$ cat src/rtl/ca_corr_accum_pkg.sv
// -----------------------------------------------------------------------------
// ca_corr_accum_pkg
// Shared definitions for the C/A integrate-and-dump correlator:
//   - state_t       : channel state encoding (IDLE / SYNC / ACCUM)
//   - ACC_W_DEF     : default accumulator width per arm (signal is {I, Q},
//                     I in the upper half, Q in the lower half)
//   - prod_neg()    : sign of a 1-bit x 1-bit product (1 means -1)
// -----------------------------------------------------------------------------
package ca_corr_accum_pkg;

    typedef enum logic [1:0] {
        ST_IDLE  = 2'd0,
        ST_SYNC  = 2'd1,
        ST_ACCUM = 2'd2
    } state_t;

    localparam int ACC_W_DEF = 16;

    // Sign-bit encoding is 0 = +1, 1 = -1, so the product sign is the XOR.
    function automatic logic prod_neg(input logic a, input logic b);
        return a ^ b;
    endfunction

endpackage

$ cat src/rtl/ca_corr_accum_sat_accum.sv
// -----------------------------------------------------------------------------
// ca_corr_accum_sat_accum  (the sat_accum arm of the correlator)
// One signed saturating +/-1 accumulator.
// Ports:
//   clk, rst   : clock, synchronous active-high reset
//   i_clr      : clear accumulator and sticky sat bit
//   i_load     : load +/-1 (first sample of a period), clears sat bit
//   i_add      : add +/-1 with saturation
//   i_neg      : step sign (0 = +1, 1 = -1)
//   o_acc      : accumulator value, two's complement
//   o_sat      : sticky saturation flag for the current period
// Priority: rst/i_clr > i_load > i_add.
// -----------------------------------------------------------------------------
module ca_corr_accum_sat_accum #(
    parameter int ACC_W = 16
) (
    input  logic                    clk,
    input  logic                    rst,
    input  logic                    i_clr,
    input  logic                    i_load,
    input  logic                    i_add,
    input  logic                    i_neg,
    output logic signed [ACC_W-1:0] o_acc,
    output logic                    o_sat
);

    localparam logic signed [ACC_W-1:0] MAX_V   = {1'b0, {(ACC_W-1){1'b1}}};
    localparam logic signed [ACC_W-1:0] MIN_V   = {1'b1, {(ACC_W-1){1'b0}}};
    localparam logic signed [ACC_W-1:0] ONE     = ACC_W'(1);
    localparam logic signed [ACC_W-1:0] NEG_ONE = '1;

    logic signed [ACC_W-1:0] r_acc;
    logic                    r_sat;
    logic                    w_clip;

    // Saturating +/-1 step: holds at the rail instead of wrapping.
    function automatic logic signed [ACC_W-1:0] sat_step(
        input logic signed [ACC_W-1:0] a,
        input logic                    neg
    );
        if (!neg)
            return (a == MAX_V) ? a : a + ONE;
        else
            return (a == MIN_V) ? a : a - ONE;
    endfunction

    assign w_clip = i_neg ? (r_acc == MIN_V) : (r_acc == MAX_V);

    always_ff @(posedge clk) begin
        if (rst || i_clr) begin
            r_acc <= '0;
            r_sat <= 1'b0;
        end else if (i_load) begin
            r_acc <= i_neg ? NEG_ONE : ONE;
            r_sat <= 1'b0;
        end else if (i_add) begin
            r_acc <= sat_step(r_acc, i_neg);
            r_sat <= r_sat | w_clip;
        end
    end

    assign o_acc = r_acc;
    assign o_sat = r_sat;

endmodule

$ cat src/rtl/ca_corr_accum.sv
// -----------------------------------------------------------------------------
// ca_corr_accum
// Integrate-and-dump correlator for one GPS tracking channel. Multiplies
// carrier-wiped 1-bit I/Q samples by the local C/A chip, accumulates over one
// code period and dumps {I, Q} with a one-cycle trigger.
// Ports:
//   clk, rst        : clock, synchronous active-high reset
//   enable          : channel enable; low forces IDLE and clears the period
//   sample_valid    : qualifies i_sign, q_sign, ca_chip, code_epoch
//   i_sign, q_sign  : sample signs (0 = +1, 1 = -1)
//   ca_chip         : local chip (0 = +1, 1 = -1)
//   code_epoch      : sample is the first chip of a new code period
//   signal          : last dump {I_acc, Q_acc}
//   signal_trigger  : one-cycle pulse when signal updates
//   sat_flag        : either arm saturated during the dumped period
//   timeout         : sticky, set when a period runs MAX_SAMPLES without epoch
//   dump_count      : dumps since reset, wraps
// -----------------------------------------------------------------------------
module ca_corr_accum
    import ca_corr_accum_pkg::*;
#(
    parameter int ACC_W       = ACC_W_DEF,
    parameter int MAX_SAMPLES = 16383,
    parameter int CNT_W       = 14
) (
    input  logic                 clk,
    input  logic                 rst,
    input  logic                 enable,
    input  logic                 sample_valid,
    input  logic                 i_sign,
    input  logic                 q_sign,
    input  logic                 ca_chip,
    input  logic                 code_epoch,
    output logic [2*ACC_W-1:0]   signal,
    output logic                 signal_trigger,
    output logic                 sat_flag,
    output logic                 timeout,
    output logic [15:0]          dump_count
);

    localparam logic [CNT_W-1:0] CNT_ONE  = CNT_W'(1);
    localparam logic [CNT_W-1:0] CNT_LAST = CNT_W'(MAX_SAMPLES - 1);

    state_t                  r_state, w_state_next;
    logic [CNT_W-1:0]        r_cnt, w_cnt_next;
    logic [2*ACC_W-1:0]      r_signal;
    logic                    r_trigger, r_sat_flag, r_timeout;
    logic [15:0]             r_dump_count;

    logic                    w_clr, w_load, w_add, w_dump, w_to_set;
    logic                    w_pi_neg, w_pq_neg;
    logic signed [ACC_W-1:0] w_acc_i, w_acc_q;
    logic                    w_sat_i, w_sat_q;

    assign w_pi_neg = prod_neg(i_sign, ca_chip);
    assign w_pq_neg = prod_neg(q_sign, ca_chip);

    always_comb begin
        w_state_next = r_state;
        w_cnt_next   = r_cnt;
        w_clr        = 1'b0;
        w_load       = 1'b0;
        w_add        = 1'b0;
        w_dump       = 1'b0;
        w_to_set     = 1'b0;
        if (!enable) begin
            w_state_next = ST_IDLE;
            w_cnt_next   = '0;
            w_clr        = 1'b1;
        end else begin
            unique case (r_state)
                ST_IDLE: w_state_next = ST_SYNC;
                ST_SYNC: begin
                    // The first epoch only opens a period; it never dumps.
                    if (sample_valid && code_epoch) begin
                        w_state_next = ST_ACCUM;
                        w_load       = 1'b1;
                        w_cnt_next   = CNT_ONE;
                    end
                end
                ST_ACCUM: begin
                    if (sample_valid) begin
                        // Epoch wins over a coincident timeout.
                        if (code_epoch) begin
                            w_dump     = 1'b1;
                            w_load     = 1'b1;
                            w_cnt_next = CNT_ONE;
                        end else if (r_cnt == CNT_LAST) begin
                            w_to_set     = 1'b1;
                            w_clr        = 1'b1;
                            w_cnt_next   = '0;
                            w_state_next = ST_SYNC;
                        end else begin
                            w_add      = 1'b1;
                            w_cnt_next = r_cnt + CNT_ONE;
                        end
                    end
                end
                default: w_state_next = ST_IDLE;
            endcase
        end
    end

    ca_corr_accum_sat_accum #(.ACC_W(ACC_W)) u_acc_i (
        .clk    (clk),
        .rst    (rst),
        .i_clr  (w_clr),
        .i_load (w_load),
        .i_add  (w_add),
        .i_neg  (w_pi_neg),
        .o_acc  (w_acc_i),
        .o_sat  (w_sat_i)
    );

    ca_corr_accum_sat_accum #(.ACC_W(ACC_W)) u_acc_q (
        .clk    (clk),
        .rst    (rst),
        .i_clr  (w_clr),
        .i_load (w_load),
        .i_add  (w_add),
        .i_neg  (w_pq_neg),
        .o_acc  (w_acc_q),
        .o_sat  (w_sat_q)
    );

    always_ff @(posedge clk) begin
        if (rst) begin
            r_state      <= ST_IDLE;
            r_cnt        <= '0;
            r_signal     <= '0;
            r_trigger    <= 1'b0;
            r_sat_flag   <= 1'b0;
            r_timeout    <= 1'b0;
            r_dump_count <= '0;
        end else begin
            r_state   <= w_state_next;
            r_cnt     <= w_cnt_next;
            r_trigger <= w_dump;
            // Accumulators still hold the pre-epoch totals on the dump cycle.
            if (w_dump) begin
                r_signal     <= {w_acc_i, w_acc_q};
                r_sat_flag   <= w_sat_i | w_sat_q;
                r_dump_count <= r_dump_count + 16'd1;
            end
            if (!enable)
                r_timeout <= 1'b0;
            else if (w_to_set)
                r_timeout <= 1'b1;
        end
    end

    assign signal         = r_signal;
    assign signal_trigger = r_trigger;
    assign sat_flag       = r_sat_flag;
    assign timeout        = r_timeout;
    assign dump_count     = r_dump_count;

endmodule

$ cat config.mk
export PLATFORM = sky130hd
export DESIGN_NAME = ca_corr_accum
export DESIGN_NICKNAME = d
export VERILOG_FILES = /design/src/rtl/ca_corr_accum_pkg.sv /design/src/rtl/ca_corr_accum_sat_accum.sv /design/src/rtl/ca_corr_accum.sv
export SDC_FILE = /design/constraint.sdc
export NUM_CORES = 1
export LEC_CHECK = 0
export ABC_AREA = 1
export BUFFER_PORTS_ARGS = -buffer_cell sky130_fd_sc_hd__buf_2
export CORE_ASPECT_RATIO = 1.5
export CORE_MARGIN = 1
export CORE_UTILIZATION = 55
export CTS_BUF_LIST = sky130_fd_sc_hd__clkbuf_16
export DETAILED_ROUTE_END_ITERATION = 8
export GPL_TIMING_DRIVEN = 0
export PLACE_DENSITY = 0.76
export SYNTH_ARGS = -nofsm -noshare
export SYNTH_HDL_FRONTEND = slang
export SYNTH_SLANG_ARGS = --single-unit
$ cat constraint.sdc
create_clock -name clk -period 3.1 [get_ports clk]
set_input_delay 0.31 -clock clk [delete_from_list [all_inputs] [get_ports clk]]
set_output_delay 0.31 -clock clk [all_outputs]
set_load 0.1 [all_outputs]
==> results of run 1 <==
==> flip-flops by register name, summed over array words and instances, names as in the netlist, 2 cells and up <==
register and count:
r_cnt 14, signal 32, u_acc_q.o_acc 16, r_state 2
u_acc_i.o_acc 16, dump_count 16
==> cells in the mapped netlist, types with 4 or more instances <==
master and instances:
sky130_fd_sc_hd__and2_1 7, sky130_fd_sc_hd__o21ai_0 55, sky130_fd_sc_hd__nor3_1 12, sky130_fd_sc_hd__clkbuf_1 9
sky130_fd_sc_hd__o21a_1 4, sky130_fd_sc_hd__o21ai_1 4, sky130_fd_sc_hd__nor2_2 5, sky130_fd_sc_hd__inv_1 154
sky130_fd_sc_hd__nand2_1 306, sky130_fd_sc_hd__a21oi_1 73, sky130_fd_sc_hd__nand4_1 14, sky130_fd_sc_hd__nand3_1 73
sky130_fd_sc_hd__nand3b_1 4, sky130_fd_sc_hd__xor2_1 4, sky130_fd_sc_hd__nand2_2 8, sky130_fd_sc_hd__dfxtp_1 101
sky130_fd_sc_hd__buf_2 5, sky130_fd_sc_hd__o21ai_2 6, sky130_fd_sc_hd__nor3b_1 4, sky130_fd_sc_hd__nor2_1 181
sky130_fd_sc_hd__ha_1 38
==> through the flow <==
step	power [mW]	worst slack [ns]	cells	utilization (%)
3_5_place_dp	1.66	0.199	1313	60.6
2_1_floorplan	1.58	0.736	1103	-
5_1_grt	2.86	0.206	1329	63.0
3_3_place_gp	1.65	0.233	1313	60.6
4_1_cts	2.77	0.578	1329	63.0
6_report	2.75	0.528	1329	63.0
==> routing by layer <==
metal	up-vias	track usage (%)
li1	3627	-
met1	3089	30.0
met2	158	53.1
met4	0	15.6
met5	-	0
met3	54	3.51
==> kinds of logic after synthesis <==
family / after synthesis / share of synthesized area [%]
and+or+nand+nor: 632 / 40.5
DFF: 101 / 29.5
adders and majority gates: 40 / 7.53
xor gates and xnor gates: 6 / 0.768
buffers and inverters: 178 / 10.3
AOI/OAI and AO/OA: 146 / 11.4
==> power groups by stage <==
| stage | clock network, mW | registers [mW] | logic [mW] |
|---|---|---|---|
| after global routing | 1.19 | 1.31 | 0.356 |
| after floorplan | 0 | 1.36 | 0.223 |
| final | 1.12 | 1.31 | 0.315 |
| after global placement | 0 | 1.34 | 0.309 |
| after CTS | 1.14 | 1.31 | 0.315 |
| after detailed placement | 0 | 1.34 | 0.314 |
==> area by class of cell <==
type,instances,area [um^2],area share (%)
timing repair buffer,57,285,3.75
tap,153,191,2.52
multi-input combinational,824,4120,54.1
clock buffer,9,225,2.96
sequential,101,2020,26.6
inverter,158,596,7.83
buffer,20,108,1.41
clock inverter,7,66.3,0.871
==> worst min path at each step <==
stage / start / endpoint / slack [ns]
final: rst / dump_count[15] / 0.28
after detailed placement: timeout / timeout / 0.45
after global routing: rst / dump_count[15] / 0.30
after CTS: rst / dump_count[15] / 0.29
after global placement: timeout / timeout / 0.44
after floorplan: u_acc_i.o_sat / u_acc_i.o_sat / 0.43
==> critical path, delay by kind of cell <==
| kind | cells | cell delay [ns] |
|---|---|---|
| buf+inv | 3 | 0.58 |
| simple gates | 10 | 0.94 |
| fa+ha+maj | 1 | 0.51 |
| compound gates | 1 | 0.47 |
==> run metrics, run 1 <==
required time reported for the critical path endpoint=3.34 ns; post-synth cell types=41; residual DRC count=0; Largest stage delay, worst path=0.51 ns; CTS clock-pin slew for the worst setup and hold paths=0.07 ns; launch instance of the worst register-to-register path=u_acc_i.o_acc[0]; Top-Level Pins=59; via count of the first global-routing pass=6567; CTS Buf Count=9; power share of the clock group=40.8%; met2 wirelength from detailed routing=9.25 mm; detailed router's first-iteration violation count=305; Final Cell Area=7610 um^2; Synth Instances=1103; initial core utilization=56.7%; Max rail drop VDD=255 uV; Reg2Reg Capture Point=u_acc_i.o_acc[8]; Met3 Routed Length=554 um; classification of the worst setup path=input port to flip-flop; share of the synthesized area in the top cell type=29.5%; class of the worst hold path=input port to flip-flop; number of storage elements in the synthesis netlist=101; Routed wire per std cell=13.3 um; internal power=2.02 mW; count of synthesis-stage warnings from yosys=0; Synth Flop Type=sky130_fd_sc_hd__dfxtp_1; leak pwr=3.92 nW; transition time at the pin with the least slew margin=0.668 ns; final worst path period need=2.57 ns; Chip Width=93.1 um; Post-CTS Resized=0; worst hold stages=2; Slew headroom=55.4%; n_diodes=0; Max Clock Freq=389 MHz; final worst-path cycle share=83.0%; global-route wire length before repair=29.3 mm; detailed-route vias per instance=5.21; cell type of the slowest stage on the worst timing path=sky130_fd_sc_hd__ha_1; total negative slack for setup checks=0 ns; CTS tree=built; highest metal layer with signal wires=met4; ordered list of cells on the worst path=buf_2, inv_1, nand2_1, nand2_1, inv_1, ha_1, nand2_1, o21ai_0, nand2_1, nand2_1, nand2_1, nand3_1, nand2_1, nor2_1, nor2_1; number of antenna violations at the first check in global routing=0; cell area power density=361 nW/um^2; startpoint type of the worst setup path=input port; Final Setup Violations=0; cell accounting for the most synthesized area=sky130_fd_sc_hd__dfxtp_1; Final Hold Viols=0; Seq pwr share=47.8%; final-stage net count=1219; core area=12100 um^2; P_sw=0.724 mW; setup slack of the worst register-to-register path=0.82 ns; number of buffers added on ports=57; post-synthesis instance area=6840 um^2; Die Span Y=139 um; highest-count cells in the layout ignoring fill and taps=sky130_fd_sc_hd__nand2_1, sky130_fd_sc_hd__nor2_1, sky130_fd_sc_hd__inv_1, sky130_fd_sc_hd__dfxtp_1; CTS Hold Buffers Added=0; RSZ-0062 raised after global routing=no; post-route ant nets=0; capturing instance or port of the critical path=u_acc_q.o_acc[8]; outcome=completed; cell repeated most along the worst path=sky130_fd_sc_hd__nand2_1; kind of end point of the critical path=flip-flop; worst skew pair latency=0.35 ns; overall routing resource usage=28.4%; final hold slack=0.282 ns; Max FO, Critical Path=18; layout-stage area growth over the synthesis result=11.2%; DP Wirelength=14.0 mm; Mapped Nets=1151; floorplan die area=12900 um^2; H-tree depth=3; mean area per synthesized cell=6.20 um^2; TritonCTS sink count=101; leading cell type in the layout, fill and taps excluded=sky130_fd_sc_hd__nand2_1; maximum number of pins on one net before global-route repair=19; worst-case reg-to-reg path depth=12; cell at the root of the clock tree=sky130_fd_sc_hd__clkbuf_16; switch share=26.4%; part of the total power dissipated in combinational logic=11.5%; FP Rows=49; Post-Place Cell Area=7320 um^2; routability congestion estimate=0.891; fraction of synthesis flops using an asynchronous set or reset pin=0%; pins over their slew limit=0; sequential-to-total area share from yosys stat=29.5%; first-pass detailed-route iteration total=5; ranking of synthesized cells by area=sky130_fd_sc_hd__dfxtp_1, sky130_fd_sc_hd__nand2_1, sky130_fd_sc_hd__nor2_1; number of setup buffers added after CTS=0; routed metal-1 wirelength=7.11 mm; leftover overflow at the end of global routing=0; Bufs on Longest Clock Path=2; total vias in the final route=6928; Fin Clk Skew=0.00733 ns; fraction of layout instances using a drive strength above 1=10.0%; CP startpoint=ca_chip; critical path arrival=2.82 ns; number of flops mapped to enable cells by yosys=0; total length of routed wires=17.7 mm; fill cell total of the finished layout=1223; number of max-capacitance violations reported=0
Note: power is estimated with default switching activity, not from simulation.
==> run 2, diff against run 1 <==
--- a/config.mk
+++ b/config.mk
@@ -13,7 +13,7 @@
 export CTS_BUF_LIST = sky130_fd_sc_hd__clkbuf_16
 export DETAILED_ROUTE_END_ITERATION = 8
 export GPL_TIMING_DRIVEN = 0
-export PLACE_DENSITY = 0.76
+export PLACE_DENSITY = 0.79
 export SYNTH_ARGS = -nofsm -noshare
 export SYNTH_HDL_FRONTEND = slang
 export SYNTH_SLANG_ARGS = --single-unit
==> constraint.sdc (replaced) <==
create_clock -name clk -period 2.07 [get_ports clk]
set_input_delay 0.207 -clock clk [delete_from_list [all_inputs] [get_ports clk]]
set_output_delay 0.207 -clock clk [all_outputs]
set_load 0.1 [all_outputs]
==> run 2 against run 1 <==
  * Core utilization grew 2.2 points
  * Combinational power grew 68%
  * Routed wire length grew 2.6%
  * Global-route usage shrank 0.22 points
  * Power grew 57%
  * Worst hold slack lost 0.082 ns
  * Cell area grew 3.6%
  * Sequential share of layout area shrank 0.75 points
  * Largest power group unchanged
  * Highest routed layer unchanged
==> run metrics, run 2 (synthesis gave the netlist of run 1 again) <==
Final Setup Violations=0 (unchanged); depth of the critical timing path with buffers and inverters included=12 (was 15); first-pass detailed-route iteration total=5 (unchanged); CP top delay family=simple AND/OR/NAND/NOR gates (unchanged); fraction of layout instances using a drive strength above 1=13.3% (was 10.0%); ordered list of cells on the worst path=inv_1, ha_1, nand2_1, nor2_1, nand2_1, nor2_8, nand3_1, nand2_4, inv_4, buf_6, o21ai_0, nor2_1 (was buf_2, inv_1, nand2_1, nand2_1, inv_1, ha_1, nand2_1, o21ai_0, nand2_1, nand2_1, nand2_1, nand3_1, nand2_1, nor2_1, nor2_1); CTS tree=built (unchanged); CP Buf/Inv Count=3 (unchanged); worst skew pair latency=0.34 ns (was 0.35 ns); CTS clock-pin slew for the worst setup and hold paths=0.07 ns (about the same); CTS Buf Count=9 (unchanged); Max FO, Critical Path=10 (was 18); required time reported for the critical path endpoint=2.30 ns (was 3.34 ns); Routed wire per std cell=13.6 um (was 13.3 um); Fin Clk Skew=0.0107 ns (was 0.00733 ns); TritonCTS sink count=101 (unchanged); Final Hold Viols=0 (unchanged); routed metal-1 wirelength=7.18 mm (was 7.11 mm); H-tree depth=3 (unchanged); maximum number of pins on one net before global-route repair=17 (was 19); overall routing resource usage=28.2% (was 28.4%); Max rail drop VDD=494 uV (was 255 uV); final worst-path cycle share=96.2%; detailed-route vias per instance=5.30 (was 5.21); post-route ant nets=0 (unchanged); FP Rows=49 (unchanged); highest-count cells in the layout ignoring fill and taps=sky130_fd_sc_hd__nand2_1, sky130_fd_sc_hd__nor2_1, sky130_fd_sc_hd__inv_1, sky130_fd_sc_hd__dfxtp_1 (unchanged); number of antenna violations at the first check in global routing=0 (unchanged); Slew headroom=53.7% (was 55.4%); final worst path period need=1.99 ns; outcome=completed (unchanged); final-stage net count=1229 (was 1219); Top-Level Pins=59 (unchanged); kind of end point of the critical path=flip-flop (unchanged); transition time at the pin with the least slew margin=0.692 ns (was 0.668 ns); fill cell total of the finished layout=1132 (was 1223); DP Wirelength=13.9 mm (was 14.0 mm); total vias in the final route=7088 (was 6928); FF+latch area=2030 um^2 (was 2020 um^2); via count of the first global-routing pass=6454 (was 6567); Max Clock Freq=502 MHz; n_diodes=0 (unchanged); residual DRC count=0 (unchanged); startpoint type of the worst setup path=flip-flop (was input port); final hold slack=0.200 ns (was 0.282 ns); RSZ-0062 raised after global routing=yes (was no); leak pwr=3.98 nW (was 3.92 nW); routability congestion estimate=0.919 (was 0.891); worst-case reg-to-reg path depth=12 (unchanged); cell type of the slowest stage on the worst timing path=sky130_fd_sc_hd__dfxtp_1 (was sky130_fd_sc_hd__ha_1); number of max-capacitance violations reported=0 (unchanged); highest metal layer with signal wires=met4 (unchanged); initial core utilization=56.7% (unchanged); Largest stage delay, worst path=0.35 ns (was 0.51 ns); core area=12100 um^2 (unchanged); number of buffers added on ports=57 (unchanged); Chip Width=93.1 um (unchanged); met2 wirelength from detailed routing=9.31 mm (was 9.25 mm); multi-input gate area in the final layout=4250 um^2 (was 4120 um^2); layout-stage area growth over the synthesis result=15.2% (was 11.2%); cell at the root of the clock tree=sky130_fd_sc_hd__clkbuf_16 (unchanged); number of flip-flops under the largest register name=32 (unchanged); leading cell type in the layout, fill and taps excluded=sky130_fd_sc_hd__nand2_1 (unchanged); total negative slack for setup checks=0 ns (unchanged); Met3 Routed Length=724 um (was 554 um); leftover overflow at the end of global routing=0 (unchanged); total power after layout=4.30 mW (was 2.75 mW); total length of routed wires=18.2 mm (was 17.7 mm); floorplan die area=12900 um^2 (unchanged); pins over their slew limit=0 (unchanged); class of the worst hold path=input port to flip-flop (unchanged); Die Span Y=139 um (unchanged); detailed router's first-iteration violation count=372 (was 305); cell area power density=545 nW/um^2 (was 361 nW/um^2); classification of the worst setup path=flip-flop to flip-flop (was input port to flip-flop); worst hold stages=2 (unchanged); global-route wire length before repair=29.2 mm (was 29.3 mm); Bufs on Longest Clock Path=2 (unchanged); critical path arrival=2.22 ns (was 2.82 ns)
[run 2: changes by cell type in the layout (fill, tap and decap cells not counted), moves of 6 or more]
cell                      before  now
sky130_fd_sc_hd__dfxtp_2       0    7
sky130_fd_sc_hd__ha_4          0    6
sky130_fd_sc_hd__dfxtp_1     101   93
sky130_fd_sc_hd__nor2_1      181  173
sky130_fd_sc_hd__buf_4         1   10
sky130_fd_sc_hd__ha_1         38   31
[run 2: repair_timing]
action	in CTS	in global routing
endpoints found under the setup margin	22	31
setup buffers	5	6
resized for setup	8	32
endpoints found under the hold margin	0	0
gates cloned	0	0
pin swaps	0	2
hold buffers	0	0
[run 2: worst reg2reg max path: stages (launching register included)]
cell and delay (ns):
sky130_fd_sc_hd__dfxtp_1 0.35, sky130_fd_sc_hd__inv_1 0.08, sky130_fd_sc_hd__ha_1 0.18, sky130_fd_sc_hd__nand2_1 0.06
sky130_fd_sc_hd__nor2_1 0.09, sky130_fd_sc_hd__nand2_1 0.13, sky130_fd_sc_hd__nor2_8 0.19, sky130_fd_sc_hd__nand3_1 0.21
sky130_fd_sc_hd__nand2_4 0.19, sky130_fd_sc_hd__inv_4 0.10, sky130_fd_sc_hd__buf_6 0.17, sky130_fd_sc_hd__o21ai_0 0.08
sky130_fd_sc_hd__nor2_1 0.05
[run 2: per-layer routing]
| metal | track usage [%] | vias up |
|---|---|---|
| li1 | - | 3634 |
| met3 | 3.56 | 66 |
| met4 | 15.1 | 0 |
| met2 | 52.1 | 215 |
| met1 | 30.5 | 3173 |
| met5 | 0 | - |
[run 2: power breakdown]
part           leakage [nW]  switching [mW]  internal (mW)
registers             0.818          0.0119           1.95
logic                  3.01           0.352          0.176
clock network         0.151           0.753           1.05
[run 2: metrics by stage]
step | instance area (um^2) | std cells | utilization, % | worst slack, ns
final | 7880 | 1338 | 65.3 | 0.0783
after global routing | 7880 | 1338 | 65.3 | -0.0441
after CTS | 7690 | 1332 | 63.6 | 0.00835
after detailed placement | 7330 | 1313 | 60.7 | -0.790
after global placement | 7330 | 1313 | 60.7 | -0.745
after floorplan | 6850 | 1103 | - | 0.0170
[run 2: area by class of cell]
cell class	instances	area share (%)
flip-flops and latches	101	25.8
well taps	153	2.43
repair buffers	68	4.72
inverters	158	7.68
plain buffers	19	1.44
multi-input cells	824	54.0
clock buffers	9	2.86
clock inverters	6	1.08
[run 2: worst paths after layout]
check,startpoint,endpoint,slack (ns)
setup / recovery,r_cnt[0],u_acc_i.o_acc[4],0.08
hold / removal,rst,signal_trigger,0.20
setup reg to reg,r_cnt[0],u_acc_i.o_acc[4],0.08
hold reg to reg,timeout,timeout,0.45
